[src/rtl/tdc_daq_readout_arbiter_if.sv]
// Channel-side streams and RTLink-side config/output bus of the TDC readout arbiter.
// slave = arbiter side, master = the driving environment.
interface tdc_daq_readout_arbiter_if #(
  parameter int NCH = 4,
  parameter int CHW = 2,
  parameter int DW  = 26
);
  logic [NCH-1:0]    ch_valid_i;
  logic [NCH*DW-1:0] ch_data_i;
  logic [NCH-1:0]    ch_last_i;
  logic [NCH-1:0]    ch_ready_o;
  logic              rtlink_stb_i;
  logic [1:0]        rtlink_adr_i;
  logic [15:0]       rtlink_data_i;
  logic              rtlink_stb_o;
  logic [DW+CHW:0]   rtlink_data_o;
  logic              timeout_o;

  modport slave (
    input  ch_valid_i, ch_data_i, ch_last_i,
    input  rtlink_stb_i, rtlink_adr_i, rtlink_data_i,
    output ch_ready_o, rtlink_stb_o, rtlink_data_o, timeout_o
  );

  modport master (
    output ch_valid_i, ch_data_i, ch_last_i,
    output rtlink_stb_i, rtlink_adr_i, rtlink_data_i,
    input  ch_ready_o, rtlink_stb_o, rtlink_data_o, timeout_o
  );
endinterface

[src/rtl/tdc_daq_readout_arbiter.sv]
// Packet-granular round-robin merge of per-channel TDC readout streams into one
// RTLink input stream, with channel enable mask and stalled-packet timeout abort.
module tdc_daq_readout_arbiter #(
  parameter int NCH = 4,
  parameter int CHW = 2,
  parameter int DW  = 26,
  parameter int TW  = 16
) (
  input logic                     rio_phy_clk,
  input logic                     rio_phy_rst,
  tdc_daq_readout_arbiter_if.slave bus
);

  typedef enum logic {IDLE, BURST} state_t;

  state_t          state;
  logic [CHW-1:0]  grant, last_grant, pick;
  logic            found;
  logic [NCH-1:0]  mask, req;
  logic [TW-1:0]   tmo, idle_cnt, idle_nxt;
  logic            stb, tmo_pulse;
  logic [DW+CHW:0] dout;
  logic            accept, sel_last;
  logic [DW-1:0]   sel_data;

  assign req      = bus.ch_valid_i & mask;
  assign sel_data = bus.ch_data_i[grant*DW +: DW];
  assign sel_last = bus.ch_last_i[grant];
  assign accept   = (state == BURST) && bus.ch_valid_i[grant];
  assign idle_nxt = (idle_cnt == '1) ? idle_cnt : idle_cnt + 1'b1;

  assign bus.ch_ready_o    = (state == BURST) ? (NCH'(1) << grant) : '0;
  assign bus.rtlink_stb_o  = stb;
  assign bus.rtlink_data_o = dout;
  assign bus.timeout_o     = tmo_pulse;

  // First requester strictly after last_grant, wrapping, so each channel
  // waits at most NCH-1 packets.
  always_comb begin
    pick  = '0;
    found = 1'b0;
    for (int i = 1; i <= NCH; i++) begin
      if (!found && req[CHW'((int'(last_grant) + i) % NCH)]) begin
        pick  = CHW'((int'(last_grant) + i) % NCH);
        found = 1'b1;
      end
    end
  end

  always_ff @(posedge rio_phy_clk) begin
    if (rio_phy_rst) begin
      state      <= IDLE;
      grant      <= '0;
      last_grant <= CHW'(NCH - 1);
      mask       <= '1;
      tmo        <= '0;
      idle_cnt   <= '0;
      stb        <= 1'b0;
      tmo_pulse  <= 1'b0;
      dout       <= '0;
    end else begin
      stb       <= 1'b0;
      tmo_pulse <= 1'b0;

      if (bus.rtlink_stb_i) begin
        case (bus.rtlink_adr_i)
          2'd0:    mask <= bus.rtlink_data_i[NCH-1:0];
          2'd1:    tmo  <= bus.rtlink_data_i[TW-1:0];
          default: ;
        endcase
      end

      case (state)
        IDLE: begin
          idle_cnt <= '0;
          if (found) begin
            grant      <= pick;
            last_grant <= pick;
            state      <= BURST;
          end
        end
        BURST: begin
          if (accept) begin
            stb      <= 1'b1;
            dout     <= {grant, sel_last, sel_data};
            idle_cnt <= '0;
            if (sel_last) state <= IDLE;
          end else begin
            idle_cnt <= idle_nxt;
            // >= keeps the abort firing if tmo is lowered below a running count
            if (tmo != '0 && idle_nxt >= tmo) begin
              stb       <= 1'b1;
              tmo_pulse <= 1'b1;
              dout      <= {grant, 1'b1, {DW{1'b1}}};
              state     <= IDLE;
            end
          end
        end
        default: state <= IDLE;
      endcase
    end
  end

endmodule

[src/flat_wrapper.sv]
// flat-port wrapper written by rule: the top's interface ports become plain ports
module tdc_daq_readout_arbiter_flat 
#(
  parameter int NCH = 4,
  parameter int CHW = 2,
  parameter int DW  = 26,
  parameter int TW  = 16
)
  (rio_phy_clk, rio_phy_rst, bus_ch_valid_i, bus_ch_data_i, bus_ch_last_i, bus_rtlink_stb_i, bus_rtlink_adr_i, bus_rtlink_data_i, bus_ch_ready_o, bus_rtlink_stb_o, bus_rtlink_data_o, bus_timeout_o);
  tdc_daq_readout_arbiter_if #(.NCH(NCH), .CHW(CHW), .DW(DW)) bus_i ();
  input logic rio_phy_clk;
  input logic rio_phy_rst;
  input wire logic [$bits(bus_i.ch_valid_i)-1:0] bus_ch_valid_i;
  input wire logic [$bits(bus_i.ch_data_i)-1:0] bus_ch_data_i;
  input wire logic [$bits(bus_i.ch_last_i)-1:0] bus_ch_last_i;
  input wire logic [$bits(bus_i.rtlink_stb_i)-1:0] bus_rtlink_stb_i;
  input wire logic [$bits(bus_i.rtlink_adr_i)-1:0] bus_rtlink_adr_i;
  input wire logic [$bits(bus_i.rtlink_data_i)-1:0] bus_rtlink_data_i;
  output wire logic [$bits(bus_i.ch_ready_o)-1:0] bus_ch_ready_o;
  output wire logic [$bits(bus_i.rtlink_stb_o)-1:0] bus_rtlink_stb_o;
  output wire logic [$bits(bus_i.rtlink_data_o)-1:0] bus_rtlink_data_o;
  output wire logic [$bits(bus_i.timeout_o)-1:0] bus_timeout_o;
  assign bus_i.ch_valid_i = bus_ch_valid_i;
  assign bus_i.ch_data_i = bus_ch_data_i;
  assign bus_i.ch_last_i = bus_ch_last_i;
  assign bus_i.rtlink_stb_i = bus_rtlink_stb_i;
  assign bus_i.rtlink_adr_i = bus_rtlink_adr_i;
  assign bus_i.rtlink_data_i = bus_rtlink_data_i;
  assign bus_ch_ready_o = bus_i.ch_ready_o;
  assign bus_rtlink_stb_o = bus_i.rtlink_stb_o;
  assign bus_rtlink_data_o = bus_i.rtlink_data_o;
  assign bus_timeout_o = bus_i.timeout_o;
  tdc_daq_readout_arbiter #(.NCH(NCH), .CHW(CHW), .DW(DW), .TW(TW)) u_core (.rio_phy_clk(rio_phy_clk), .rio_phy_rst(rio_phy_rst), .bus(bus_i));
endmodule
[config.mk]
export PLATFORM = sky130hd
export DESIGN_NAME = tdc_daq_readout_arbiter_flat
export DESIGN_NICKNAME = d
export VERILOG_FILES = /design/src/rtl/tdc_daq_readout_arbiter_if.sv /design/src/rtl/tdc_daq_readout_arbiter.sv /design/src/flat_wrapper.sv
export SDC_FILE = /design/constraint.sdc
export NUM_CORES = 1
export LEC_CHECK = 0
export ABC_AREA = 1
export CAP_MARGIN = 10
export CORE_AREA = 2 2 115 117
export DETAILED_ROUTE_END_ITERATION = 10
export DIE_AREA = 0 0 117 119
export HOLD_SLACK_MARGIN = 0.1
export MAX_ROUTING_LAYER = met4
export PLACE_DENSITY = 0.68
export SLEW_MARGIN = 20
export SYNTH_ARGS = -nofsm -noshare
export SYNTH_HDL_FRONTEND = slang
export SYNTH_SLANG_ARGS = --single-unit
export TNS_END_PERCENT = 30
[constraint.sdc]
create_clock -name rio_phy_clk -period 8.4 [get_ports rio_phy_clk]
set_clock_uncertainty 0.05 [all_clocks]
set_input_delay 1.68 -clock rio_phy_clk [delete_from_list [all_inputs] [get_ports rio_phy_clk]]
set_output_delay 1.68 -clock rio_phy_clk [all_outputs]
set_load 0.01 [all_outputs]
==> impl_metrics.ini, run 1 <==
[outcome]
outcome = finished, final reports clean

[die]
die_x_um = 117
io_pins = 168
fp.coreArea_mm2 = 0.01287
num_rows = 42
die_h_um = 119
initial_utilization_pct = 35.88
die-area_mm2 = 0.01392

[clocking]
cts_sinks = 72
cts-resized-gates = 0
clock_latency_ns = 0.33
numCtsBuffers = 9
cts_tree = built
cts_buffer_depth = 2
cts_setup_buffers = 0
cts_root_buffer = clkbuf_16
hold_buffers = 0
clkTransAtPathRegs_ns = 0.06
cts.htree.levels = 3

[flow_run]
maxCapViolations = 0

[global_route]
grt_max_degree = 63
gr-total-overflow = 0
gr-usage-all-layers_pct = 20.60
grt_pass1_vias = 4688
grt_pass1_wl_mm = 22.07
antenna_found_initial = 0

[route]
ant_nets = 0
drt-total-wl_mm = 13.82
dr.pass1.iters = 4
vias = 4848
wire_per_inst_um = 13.73
drc_errors = 0
via_per_inst = 4.819
drt-initial-drc-count = 242

[sta]
tightest_slew_ns = 1.012
rsz0062_at_grt = false
drv_slew = 0
slew_headroom_pct = 32.35
final.setup.tns_ns = 0
min_period_over_period_pct = 49.61
setup_violations = 0
fmaxAchievable_ghz = 0.2400
min_period_ns = 4.167
hold_viol_final = 0

[pwr]
pwr-share-comb_pct = 46.4
vdd_drop_max_mv = 0.1270
swShare_pct = 40.54
clkPwrFrac_pct = 23.7
p_switching_uw = 654.4
internal-power_uw = 959.8
power_leakage_nw = 2.879
seq_power_share_pct = 29.8
powerDensity_mw_per_mm2 = 244.1

[setup_path]
crit_path_end = bus_ch_ready_o[3]
worstPathMaxFanout = 62
critPathLaunch = u_core.grant[0]$_SDFFE_PP0P_
worstPathArrival_ns = 2.44
r2r_slack_ns = 4.64
critPathLaunchType = register
timing.rr.start = u_core.idle_cnt[0]$_SDFF_PP0_
slowest_delay_ns = 0.56
ff2ff_path_depth = 18
slowest_stage = clkdlybuf4s50_1
r2r_end = u_core.bus.rtlink_data_o[17]$_SDFFE_PP0P_
worstPathCellList = buf_4, inv_2, nor3_1, clkdlybuf4s50_1
end_kind = primary output
crit_required_ns = 6.67
crit_type = reg -> out

[yosys]
synth_top_area_cell = dfxtp_1
synth_top_area_share_pct = 31.20
async_reset_ff_share_pct = 0
yosys-top-cells-area = dfxtp_1 (31%), nand2_1 (14%), a21oi_1 (7.3%), inv_1 (5.9%), nand3_1 (5.4%)
synth_cell_types = 40
synth_ff_type = dfxtp_1
synth_common_cells = nand2_1 (170), inv_1 (73), dfxtp_1 (72)
synth-edff-count = 0
synth-seq-area-share_pct = 31.20
ys_ff_latch = 72
yosys_warnings = 0
yosysMostFrequentCell = nand2_1
netlist_instances = 684
avgSynthCellArea_um2 = 6.754
syn-num-nets = 834
synth_area_mm2 = 0.004619

[placed_design]
placed_area_mm2 = 0.006316
dpl.hpwl_mm = 10.43
port-buffer-count = 167
place_inst = 990
place_congestion = 0.9056

[finish]
drive_above_1_share_pct = 5.904
finalInstanceArea_mm2 = 0.006613
stdcell_count = 1006
diodes = 0
nets = 975
area_delta_synth_final_pct = 43.15

[hold_path]
hp-class = reg -> reg
min-delay-start = u_core.bus.rtlink_data_o[4]$_SDFFE_PP0P_
## cell type report
| type | count | area, um^2 |
|---|---|---|
| multi-input combinational | 492 | 2656 |
| timing repair buffer | 170 | 1694 |
| fill | 1284 | 6262 |
| sequential | 72 | 1443 |
| clock inverter | 6 | 67.56 |
| tap | 176 | 220.2 |
| inverter | 80 | 302.8 |
| clock buffer | 10 | 229.0 |
## power by group through the flow
stage | sequential (mW) | clock, mW | combinational, mW
final | 0.482 | 0.383 | 0.749
after global routing | 0.491 | 0.404 | 0.829
after CTS | 0.482 | 0.390 | 0.758
after detailed placement | 0.488 | 0 | 0.756
after global placement | 0.489 | 0 | 0.752
after floorplan | 0.483 | 0 | 0.487
## critical path: cells and delay by family, from the launching register on
family	cells	cell delay, ns
AND/OR/NAND/NOR	1	0.26
buffers and inverters	3	1.50
flip-flops	1	0.31
## metrics by stage
stage / setup WS, ns / total power [mW] / util (%) / hold WS (ns)
floorplan: 5.476 / 0.9696 / - / 0.3787
global placement: 4.266 / 1.241 / 49.06 / 0.3941
detailed placement: 4.202 / 1.244 / 49.06 / 0.3989
CTS: 4.207 / 1.630 / 51.36 / 0.4139
global route: 4.092 / 1.724 / 51.36 / 0.4406
finish: 4.233 / 1.614 / 51.36 / 0.4113
## state kept, by name, indices dropped and copies added, names as in the netlist
signal and cells:
u_core.bus.rtlink_data_o 29, u_core.bus.rtlink_stb_o 1, u_core.bus.timeout_o 1, u_core.grant 2
u_core.idle_cnt 16, u_core.last_grant 2, u_core.mask 4, u_core.state 1
u_core.tmo 16
## how the worst min path moves through the flow
stage	endpoint	slack (ns)	depth (start not counted)
floorplan	u_core.mask[2]$_SDFFE_PP1P_	0.38	2
global placement	u_core.bus.rtlink_data_o[4]$_SDFFE_PP0P_	0.39	2
detailed placement	u_core.bus.rtlink_data_o[4]$_SDFFE_PP0P_	0.40	2
CTS	u_core.bus.rtlink_data_o[4]$_SDFFE_PP0P_	0.41	2
global route	u_core.bus.rtlink_data_o[20]$_SDFFE_PP0P_	0.44	2
finish	u_core.bus.rtlink_data_o[4]$_SDFFE_PP0P_	0.41	2
## per-layer routing
layer | track usage (%) | up-vias | part of all wire (%)
met3 | 4.071 | 12 | 5.8
met5 | - | - | 0
li1 | - | 2548 | -
met4 | 5.735 | 0 | 1.3
met2 | 34.75 | 139 | 49
met1 | 24.84 | 2149 | 44
## kinds of logic (layout without fill, tap and decap cells)
kind of cell	after synthesis	after routing	share of synthesized area, %
and+or+nand+nor	312	312	31.72
AOI/OAI and AO/OA	150	150	18.39
buffers and inverters	120	266	11.29
DFF	72	72	31.20
adders and majority gates	17	17	4.604
xor gates and xnor gates	13	13	2.790
## layout by cell type (no fill, tap or decap), types with 10 or more instances in the layout
cell             synthesis  layout
a21oi_1                 67      67
clkdlybuf4s50_1          0     167
dfxtp_1                 72      71
ha_1                    17      17
inv_1                   73      73
nand2_1                170     170
nand3_1                 50      50
nand4_1                 35      35
nor2_1                  25      25
nor3_1                  10      10
o21ai_0                 25      25
o21ai_1                 23      23
o21bai_1                26      26
No activity file was read; power rests on OpenSTA's default activity.
==> run 2: changes to the inputs <==
--- a/config.mk
+++ b/config.mk
@@ -12,7 +12,7 @@
 export DIE_AREA = 0 0 117 119
 export HOLD_SLACK_MARGIN = 0.1
 export MAX_ROUTING_LAYER = met4
-export PLACE_DENSITY = 0.68
+export PLACE_DENSITY = 0.7
 export SLEW_MARGIN = 20
 export SYNTH_ARGS = -nofsm -noshare
 export SYNTH_HDL_FRONTEND = slang
==> constraint.sdc (replaced) <==
create_clock -name rio_phy_clk -period 3.7 [get_ports rio_phy_clk]
set_clock_uncertainty 0.05 [all_clocks]
set_input_delay 0.74 -clock rio_phy_clk [delete_from_list [all_inputs] [get_ports rio_phy_clk]]
set_output_delay 0.74 -clock rio_phy_clk [all_outputs]
set_load 0.01 [all_outputs]
==> run 2 against run 1 <==
  * Via count grew 0.52%
  * Global-route usage grew 0.36 points
  * Critical path depth rose by 19
==> impl_metrics.ini, run 2 (synthesized netlist as in run 1, its figures left out) <==
[finish]
largest_reg_flops = 29
diodes = 0
final_cell_mix = nand2_1 (170), clkdlybuf4s50_1 (167), inv_1 (73)
layout_commonest_cell = nand2_1
area_delta_synth_final_pct = 43.93
drive_above_1_share_pct = 6.250
nets = 977
finalInstanceArea_mm2 = 0.006649
utilization_pct = 51.64

[pwr]
power_mw = 3.692
powerDensity_mw_per_mm2 = 555.3
power_leakage_nw = 2.897
vdd_drop_max_mv = 0.2454

[setup_path]
ff2ff_path_depth = 23
r2r_slack_ns = 0.50
crit_type = reg -> reg
critPathLaunch = u_core.idle_cnt[0]$_SDFF_PP0_
timing.rr.start = u_core.idle_cnt[0]$_SDFF_PP0_
worstPathMaxFanout = 30
critPathLaunchType = register
worstPathArrival_ns = 3.38
end_kind = register
crit_required_ns = 3.88
r2r_end = u_core.bus.rtlink_data_o[19]$_SDFFE_PP0P_

[route]
drt-total-wl_mm = 13.86
vias = 4873
wire_per_inst_um = 13.75
drt-initial-drc-count = 253
drc_errors = 0
ant_nets = 0
dr.pass1.iters = 4
via_per_inst = 4.834

[clocking]
cts.htree.levels = 3
clkTransAtPathRegs_ns = 0.06
cts_buffer_depth = 2
cts_setup_buffers = 0
clock_latency_ns = 0.33
cts_sinks = 72
cts_tree = built
cts_root_buffer = clkbuf_16
numCtsBuffers = 9
cts-resized-gates = 0
hold_buffers = 0

[die]
die-area_mm2 = 0.01392
die_h_um = 119
fp.coreArea_mm2 = 0.01287
io_pins = 168
die_x_um = 117
initial_utilization_pct = 35.88
num_rows = 42

[sta]
hold_viol_final = 0
whs_ns = 0.4160
fmaxAchievable_ghz = 0.3123
rsz0062_at_grt = false
final.setup.tns_ns = 0
min_period_ns = 3.202
drv_slew = 0
tightest_slew_ns = 0.9537
slew_headroom_pct = 36.24
setup_violations = 0
min_period_over_period_pct = 86.53

[hold_path]
min-delay-start = u_core.bus.rtlink_data_o[2]$_SDFFE_PP0P_
hold_end = u_core.bus.rtlink_data_o[2]$_SDFFE_PP0P_
holdPathStages = 2
hp-class = reg -> reg

[global_route]
gr-total-overflow = 0
grt_pass1_vias = 4657
gr-usage-all-layers_pct = 20.95
grt_pass1_wl_mm = 22.47
antenna_found_initial = 0
grt_max_degree = 56

[placed_design]
dpl.hpwl_mm = 10.43
port-buffer-count = 167
placed_area_mm2 = 0.006344
place_congestion = 0.8912

[outcome]
outcome = finished, final reports clean

[flow_run]
maxCapViolations = 0
run 2: cell types whose count changed in the layout (fill, tap and decap cells not counted):
cell / delta
inv_6: +1
clkinv_2: -1
buf_4: +1
buf_12: +1
clkinv_4: +1
clkbuf_1: -1
run 2: stage by stage:
stage	std cells	setup WS, ns
2_1_floorplan	684	1.059
3_3_place_gp	992	0.6169
3_5_place_dp	992	0.5242
4_1_cts	1008	0.4982
5_1_grt	1008	0.1551
6_report	1008	0.4984
run 2: worst max path at each step:
stage | cells after the start | slack, ns | end
2_1_floorplan | 23 | 1.06 | u_core.bus.rtlink_data_o[17]$_SDFFE_PP0P_
3_5_place_dp | 20 | 0.52 | u_core.bus.rtlink_data_o[28]$_SDFFE_PP0P_
6_report | 23 | 0.50 | u_core.bus.rtlink_data_o[19]$_SDFFE_PP0P_
4_1_cts | 20 | 0.50 | u_core.bus.rtlink_data_o[26]$_SDFFE_PP0P_
3_3_place_gp | 20 | 0.62 | u_core.bus.rtlink_data_o[27]$_SDFFE_PP0P_
5_1_grt | 23 | 0.16 | u_core.bus.rtlink_data_o[18]$_SDFFE_PP0P_
run 2: critical path, stage by stage, from the launching register on:
cell      delay (ns)
dfxtp_1         0.39
ha_1            0.23
inv_1           0.08
nor2_1          0.14
nand2_1         0.14
nor2_2          0.17
nand4_1         0.13
o21ai_1         0.14
nor2_1          0.06
nor2_1          0.13
ha_1            0.27
nand2_1         0.07
nand2_1         0.05
nand2_1         0.07
nand2_1         0.06
nor2_1          0.08
nand2_1         0.05
nand2_1         0.06
nand2_1         0.08
nand3_2         0.10
nand2_1         0.06
buf_4           0.23
o21bai_1        0.17
inv_1           0.05
run 2: metal layers:
| metal | share of wire, % | GRT usage [%] |
|---|---|---|
| met5 | 0 | - |
| met4 | 1.6 | 6.324 |
| met3 | 5.6 | 4.275 |
| met2 | 49 | 35.01 |
| met1 | 44 | 25.29 |
run 2: final cells by class:
| cell class | instances | area (um^2) |
|---|---|---|
| Sequential cell | 72 | 1443 |
| Clock inverter | 7 | 80.08 |
| Inverter | 80 | 302.8 |
| Timing Repair Buffer | 172 | 1722 |
| Fill cell | 1276 | 6226 |
| Multi-Input combinational cell | 492 | 2656 |
| Tap cell | 176 | 220.2 |
| Clock buffer | 9 | 225.2 |
run 2: where the power goes:
part / switching, mW / internal, mW / leakage (nW) / total (mW)
Clock: 0.356 / 0.529 / 0.143 / 0.885
Combinational: 0.988 / 0.723 / 2.16 / 1.71
Sequential: 0.153 / 0.944 / 0.590 / 1.10
Total: 1.50 / 2.20 / 2.90 / 3.69
